===== src/rtl/cyclic_lamp_pkg.sv =====
// cyclic_lamp_pkg: shared types and constants for the cyclic_lamp signal head.
//   state_t        - 2-bit FSM state; 2'b11 is never a legal encoding
//   LIGHT_*        - one-hot lamp vectors, bit2=RED, bit1=GREEN, bit0=YELLOW
//   state_to_light - Moore output decode; anything unrecognised shows RED
package cyclic_lamp_pkg;

  typedef enum logic [1:0] {
    S_RED    = 2'd0,
    S_GREEN  = 2'd1,
    S_YELLOW = 2'd2
  } state_t;

  localparam logic [2:0] LIGHT_RED    = 3'b100;
  localparam logic [2:0] LIGHT_GREEN  = 3'b010;
  localparam logic [2:0] LIGHT_YELLOW = 3'b001;

  // RED is the fail-safe aspect, so the illegal encoding decodes to it.
  function automatic logic [2:0] state_to_light(input state_t s);
    case (s)
      S_GREEN:  return LIGHT_GREEN;
      S_YELLOW: return LIGHT_YELLOW;
      default:  return LIGHT_RED;
    endcase
  endfunction

endpackage


===== src/rtl/lamp_dwell_timer.sv =====
// lamp_dwell_timer: free-running phase counter with terminal-count detect.
//   clk   - rising-edge clock
//   rst   - synchronous active-high reset, clears the count
//   clear - synchronous clear (asserted by the FSM on every state change)
//   term  - terminal count for the current phase (dwell - 1)
//   done  - high while the count equals term
module lamp_dwell_timer #(
  parameter int CNT_W = 1
) (
  input  logic             clk,
  input  logic             rst,
  input  logic             clear,
  input  logic [CNT_W-1:0] term,
  output logic             done
);

  logic [CNT_W-1:0] r_cnt;

  assign done = (r_cnt == term);

  always_ff @(posedge clk) begin
    if (rst || clear) r_cnt <= '0;
    else              r_cnt <= r_cnt + CNT_W'(1);
  end

endmodule


===== src/rtl/cyclic_lamp.sv =====
// cyclic_lamp: Moore FSM cycling a three-lamp head RED -> GREEN -> YELLOW.
//   clk   - rising-edge clock
//   rst   - synchronous active-high reset (forces RED, restarts the dwell)
//   light - one-hot lamp vector {RED, GREEN, YELLOW}, decoded from the
//           state register only, so it has no path from any input
// Each phase is held for its *_CYCLES edges; values below 1 act as 1.
module cyclic_lamp
  import cyclic_lamp_pkg::*;
#(
  parameter int RED_CYCLES    = 1,
  parameter int GREEN_CYCLES  = 1,
  parameter int YELLOW_CYCLES = 1
) (
  input  logic       clk,
  input  logic       rst,
  output logic [2:0] light
);

  localparam int R_C   = (RED_CYCLES    < 1) ? 1 : RED_CYCLES;
  localparam int G_C   = (GREEN_CYCLES  < 1) ? 1 : GREEN_CYCLES;
  localparam int Y_C   = (YELLOW_CYCLES < 1) ? 1 : YELLOW_CYCLES;
  localparam int MAX_C = (R_C > G_C) ? ((R_C > Y_C) ? R_C : Y_C)
                                     : ((G_C > Y_C) ? G_C : Y_C);
  localparam int CNT_W = $clog2(MAX_C + 1);

  state_t           r_state;
  logic [CNT_W-1:0] w_term;
  logic             w_done;
  logic             w_illegal;
  logic             w_clear;

  always_comb begin
    w_term    = '0;
    w_illegal = 1'b0;
    case (r_state)
      S_RED:    w_term = CNT_W'(R_C - 1);
      S_GREEN:  w_term = CNT_W'(G_C - 1);
      S_YELLOW: w_term = CNT_W'(Y_C - 1);
      default:  w_illegal = 1'b1;
    endcase
  end

  // Any state change (normal advance or illegal recovery) restarts the dwell.
  assign w_clear = w_done | w_illegal;

  lamp_dwell_timer #(.CNT_W(CNT_W)) u_dwell (
    .clk   (clk),
    .rst   (rst),
    .clear (w_clear),
    .term  (w_term),
    .done  (w_done)
  );

  always_ff @(posedge clk) begin
    if (rst) begin
      r_state <= S_RED;
    end else begin
      case (r_state)
        S_RED:    if (w_done) r_state <= S_GREEN;
        S_GREEN:  if (w_done) r_state <= S_YELLOW;
        S_YELLOW: if (w_done) r_state <= S_RED;
        default:  r_state <= S_RED;
      endcase
    end
  end

  assign light = state_to_light(r_state);

endmodule


===== config.mk =====
export PLATFORM = sky130hd
export DESIGN_NAME = cyclic_lamp
export DESIGN_NICKNAME = d
export VERILOG_FILES = /design/src/rtl/cyclic_lamp_pkg.sv /design/src/rtl/lamp_dwell_timer.sv /design/src/rtl/cyclic_lamp.sv
export SDC_FILE = /design/constraint.sdc
export NUM_CORES = 1
export LEC_CHECK = 0
export BUFFER_PORTS_ARGS = -buffer_cell sky130_fd_sc_hd__buf_4
export CORE_AREA = 2 2 39 41
export CTS_CLUSTER_SIZE = 20
export DETAILED_ROUTE_END_ITERATION = 7
export DIE_AREA = 0 0 41 43
export GPL_TIMING_DRIVEN = 0
export PLACE_DENSITY_LB_ADDON = 0.05
export SYNTH_ARGS = -nofsm -noshare
export SYNTH_HDL_FRONTEND = slang
export SYNTH_SLANG_ARGS = --single-unit

===== constraint.sdc =====
create_clock -name clk -period 1.6 [get_ports clk]
set_clock_uncertainty 0.1 [all_clocks]
set_input_delay 0.32 -clock clk [delete_from_list [all_inputs] [get_ports clk]]
set_output_delay 0.32 -clock clk [all_outputs]
set_load 0.01 [all_outputs]

# Yosys cells after proc, flatten, opt, wreduce, memory -nomap -nowiden
# Index checks and enable logic that the tools add are counted.
[op_classes]
addsub = 1
n_mul = 0
div = 0
n_lt_le_gt_ge = 0
n_eq_ne = 5
shift = 0
muxes = 6
n_bitwise = 2
n_reduce_logical = 4
[op_table]
columns = ["operator", "count"]
rows = [
  ["2-bit 2-to-1 mux", 3],
  ["2-bit inequality test (second input constant)", 3],
  ["2-bit case mux with 3 select lines", 1],
  ["3-bit case mux with 2 select lines", 1],
  ["3-bit AND reduction", 1],
  ["3-bit OR reduction", 1],
  ["2-bit by 1-bit == test with 1-bit output (second input constant)", 1],
  ["2-bit == test (second input constant)", 1],
  ["2-bit logical NOT", 1],
  ["1-bit adder (second input constant)", 1],
  ["1-bit logical OR", 1],
  ["1-bit 2-to-1 mux", 1],
  ["1-bit inverter", 1],
  ["1-bit OR", 1],
]
[word_totals]
register_bits = 3
latch_bits = 0
ram_bits = 0
mem_bits_ro = 0
inputBits = 2
wordCells = 20
memories = 0

# Logic depth before layout (Yosys ltp)
[depth]
word_depth = 5
mapped_depth = 4
ltp_nobuf = 4

# Hierarchy
# A second synthesis with hierarchy kept.
[unflattened]
hier_cells = 24
hier_area_um2 = 237.7
[modules_own_cells]
columns = ["mod", "n_inst", "cells_per_inst", "area_per_inst_um2"]
rows = [
  ["cyclic_lamp", 1, 21, 198.9],
  ["lamp_dwell_timer", 1, 3, 38.8],
]

# Worst setup path after synthesis
# OpenSTA, ideal clock, no wires.
[synth_timing]
path_kind = "reg-to-reg"
start = "register r_state[0]"
end = "register r_state[0]"
setup_time_ps = 120
arrival_ps = 1064
slack_ps = 316
path_stages_with_launch = 5
path_buffers = 0
synth_period_minus_slack_ps = 1284
cell_sequence = "dfxtp_1 -> inv_1 -> ha_1 -> o31a_1 -> mux2i_1"
[synth_between]
elab_chain_cells = 3
elab_cells_between_ends = 8
[synth_rtl]
columns = ["element", "line", "rtl"]
rows = [
  ["start, declared", "cyclic_lamp.sv:26", "state_t r_state;"],
  ["start signal, assigned", "cyclic_lamp.sv:56", "r_state <= S_RED;"],
  ["start signal, assigned", "cyclic_lamp.sv:59", "S_RED: if (w_done) r_state <= S_GREEN;"],
  ["start signal, assigned", "cyclic_lamp.sv:60", "S_GREEN: if (w_done) r_state <= S_YELLOW;"],
  ["2-bit by 1-bit == test with 1-bit output (tied with other cells)", "cyclic_lamp.sv:58", "case (r_state)"],
  ["2-bit inequality test (no line)", "-", ""],
  ["3-bit AND reduction (no line)", "-", ""],
]
# Parallel ways exist; a longest one is shown, timed or not.
# A chain may end at the register's enable or synchronous reset.

# Final worst setup path
[layout_timing]
start = "register r_state[1]"
end = "output light[2]"
[layout_between]
elab_chain_cells = 2
elab_cells_between_ends = 3
[layout_rtl]
columns = ["element", "line", "rtl"]
rows = [
  ["2-bit == test or 2-bit by 1-bit == test with 1-bit output (tied branches)", "cyclic_lamp_pkg.sv:19", "case (s)"],
  ["3-bit case mux with 2 select lines *", "cyclic_lamp_pkg.sv:19", ""],
  ["end, declared", "cyclic_lamp.sv:16", "output logic [2:0] light"],
]
# Mark *: on every way between the ends. The rest lies on a longest branch, timed or not.

==> run_results.csv <==
group,metric,value,unit
grt,grt_pass1_vias,164,
power,p_per_area,1370,mW/mm2
yosys,synthArstFlopShare,0,%
finish,synthToLayoutAreaGrowth,38.6,%
timing,hold_viol,0,
floorplan,fp.dieW,41,um
finish,fin_nets,37,
hold_path,holdPathStages,3,
grt,met2_usage,7.19,%
clock_network,clock-sinks,3,
finish,multi_input_area,133,um2
timing,finalWorstSetupSlack,0.0777,ns
critical_path,endpoint_kind,"primary output",
critical_path,crit_fanout,4,
status,status,"finished, final reports clean",
finish,antennaDiodeCount,0,
run,drv_cap,0,
grt,grt-ovfl-total,0,
placement,dp_cells,40,
timing,tns,0,ns
grt,antenna_found_initial,0,
timing,fin_crit,1.52,ns
clock_network,clkLatencyLatePin,0.23,ns
routing,drt-wirelength-per-cell,8.18,um
clock_network,clk_pin_slew,0.04,ns
grt,use_met3,1.57,%
critical_path,rr_worst_depth,4,
routing,dr_total_vias,147,
critical_path,rrSetupSlack,0.29,ns
placement,post-place-ws,0.207,ns
floorplan,die_h,43,um
finish,final_area,283,um2
hold_path,hp-start,"rst",
finish,regArea,62.6,um2
yosys,yosysMostFrequentCell,"ha_1",
yosys,ys_ff_latch,3,
yosys,synth_nets,28,
critical_path,cp.arrival,1.10,ns
critical_path,cp-startpoint,"r_state[1]",
placement,dp_hpwl,304,um
yosys,ys_top_cells_by_area,"ha_1 37%, dfxtp_1 29%, nand2b_1 12%, mux2i_1 9.8%, inv_1 5.5%",
floorplan,start_util,14.7,%
clock_network,htreeDepth,1,
routing,drc,0,
yosys,ys_seq_area_share,29.4,%
timing,rsz0062_at_grt,"no",
clock_network,clk_path_buf_depth,2,
routing,drtAntennaViolNets,0,
grt,grt_start_max_net_pins,5,
power,leakage,0.133,nW
yosys,syn_area,204,um2
yosys,synth_edf_count,0,
yosys,ys_top_cells_by_count,"6 x ha_1, 4 x nand2b_1, 3 x dfxtp_1, 3 x inv_1, 2 x mux2i_1",
timing,hold_slack,0.277,ns
clock_network,cts_buffers,3,
timing,maxSlewViolCount,0,
finish,stdcell_count,44,
critical_path,timing.rr.start,"r_state[1]",
power,peakVddDrop,0.351,mV
finish,fillers,158,
clock_network,cts_hold_buf,0,
grt,grt_usage,5.71,%
grt,grt_use_met1,6.05,%
routing,vias_per_cell,3.34,
yosys,ys.flop_type,"dfxtp_1",
hold_path,hp-class,"in2reg",
power,total_power,0.387,mW
timing,min_period_over_period,95.1,%
yosys,synth.top_cell.area_share,36.8,%
critical_path,worstPathRequired,1.18,ns
clock_network,cts_tree,"done",
placement,io_buffers,4,
critical_path,crit_type,"reg2out",
clock_network,cts_root_buffer,"clkbuf_4",
yosys,synthDistinctLibCells,7,
placement,place_area,254,um2
routing,dr.pass1.iters,1,
timing,fmax,657,MHz
floorplan,row_count,14,
critical_path,cp-start-kind,"flop",
yosys,synth_cells,20,
yosys,yosysTopAreaCell,"ha_1",
finish,fin_util,20.4,%
floorplan,dieArea,0.00176,mm2
grt,grt_pass1_wl,621,um
yosys,yosysWarnings,0,
placement,gp_congestion,0.577,
routing,initialDrtViolationCount,0,
grt,busiest_layer,"met4",
floorplan,core_area,0.00138,mm2
clock_network,cts_setup_buffers,0,
finish,final_layout_size_suffix_gt1_share,35.7,%
floorplan,ioPinCount,5,
routing,wl,360,um
timing,finalSetupViolCount,0,
yosys,syn_avg_cell_area,10.2,um2
## cell families after synthesis
logic type	Yosys count	synth area share (%)
adders and majority gates	6	36.8
buffers and inverters	3	5.52
and+or+nand+nor	4	12.3
AOI/OAI and AO/OA	1	4.30
DFF	3	29.4
other	1	1.84
muxes	2	9.82
## timing repair
item | in CTS | in global routing
endpoints found under the setup margin | 1 | 1
pin swaps | 0 | 0
resized for setup | 2 | 1
## final cells by class
| class | instances | share of cell area [%] |
|---|---|---|
| Inverter | 3 | 3.98 |
| Clock buffer | 4 | 9.29 |
| Timing Repair Buffer | 4 | 10.6 |
| Sequential cell | 3 | 22.1 |
| Tap cell | 16 | 7.08 |
| Multi-Input combinational cell | 14 | 46.9 |
## routing by layer
metal  wire length (um)  share of wire [%]
met1                142                 39
met5                  0                  0
met2                201                 56
met3                 17                4.7
met4                  0                  0
## critical path, cell delays in order, from the launching register on
cell,delay [ns]
dfxtp_2,0.34
inv_1,0.09
ha_1,0.28
inv_1,0.03
buf_4,0.13
## final timing paths
check          endpoint
max            light[2]
max reg2reg  r_state[0]
min reg2reg  r_state[1]
min          r_state[1]
## state kept, by name (all words and copies together), names as in the netlist
register       cells
r_state            2
u_dwell.r_cnt      1
## placed cells by master, fill, tap and decap left out
cell,n
clkbuf_1,1
nand2b_1,4
inv_2,1
o31a_1,1
dfxtp_2,2
clkbuf_4,3
inv_1,2
conb_1,1
buf_4,4
ha_1,6
mux2i_1,2
dfxtp_1,1
## power breakdown
part           leakage (nW)  internal, mW  switching, mW  total (mW)
Combinational        0.0920        0.0730         0.0727       0.146
Clock                0.0150        0.0934         0.0386       0.132
Sequential           0.0256        0.0930         0.0160       0.109
Total                 0.133         0.259          0.127       0.387
(Power assumes the default switching activity.)
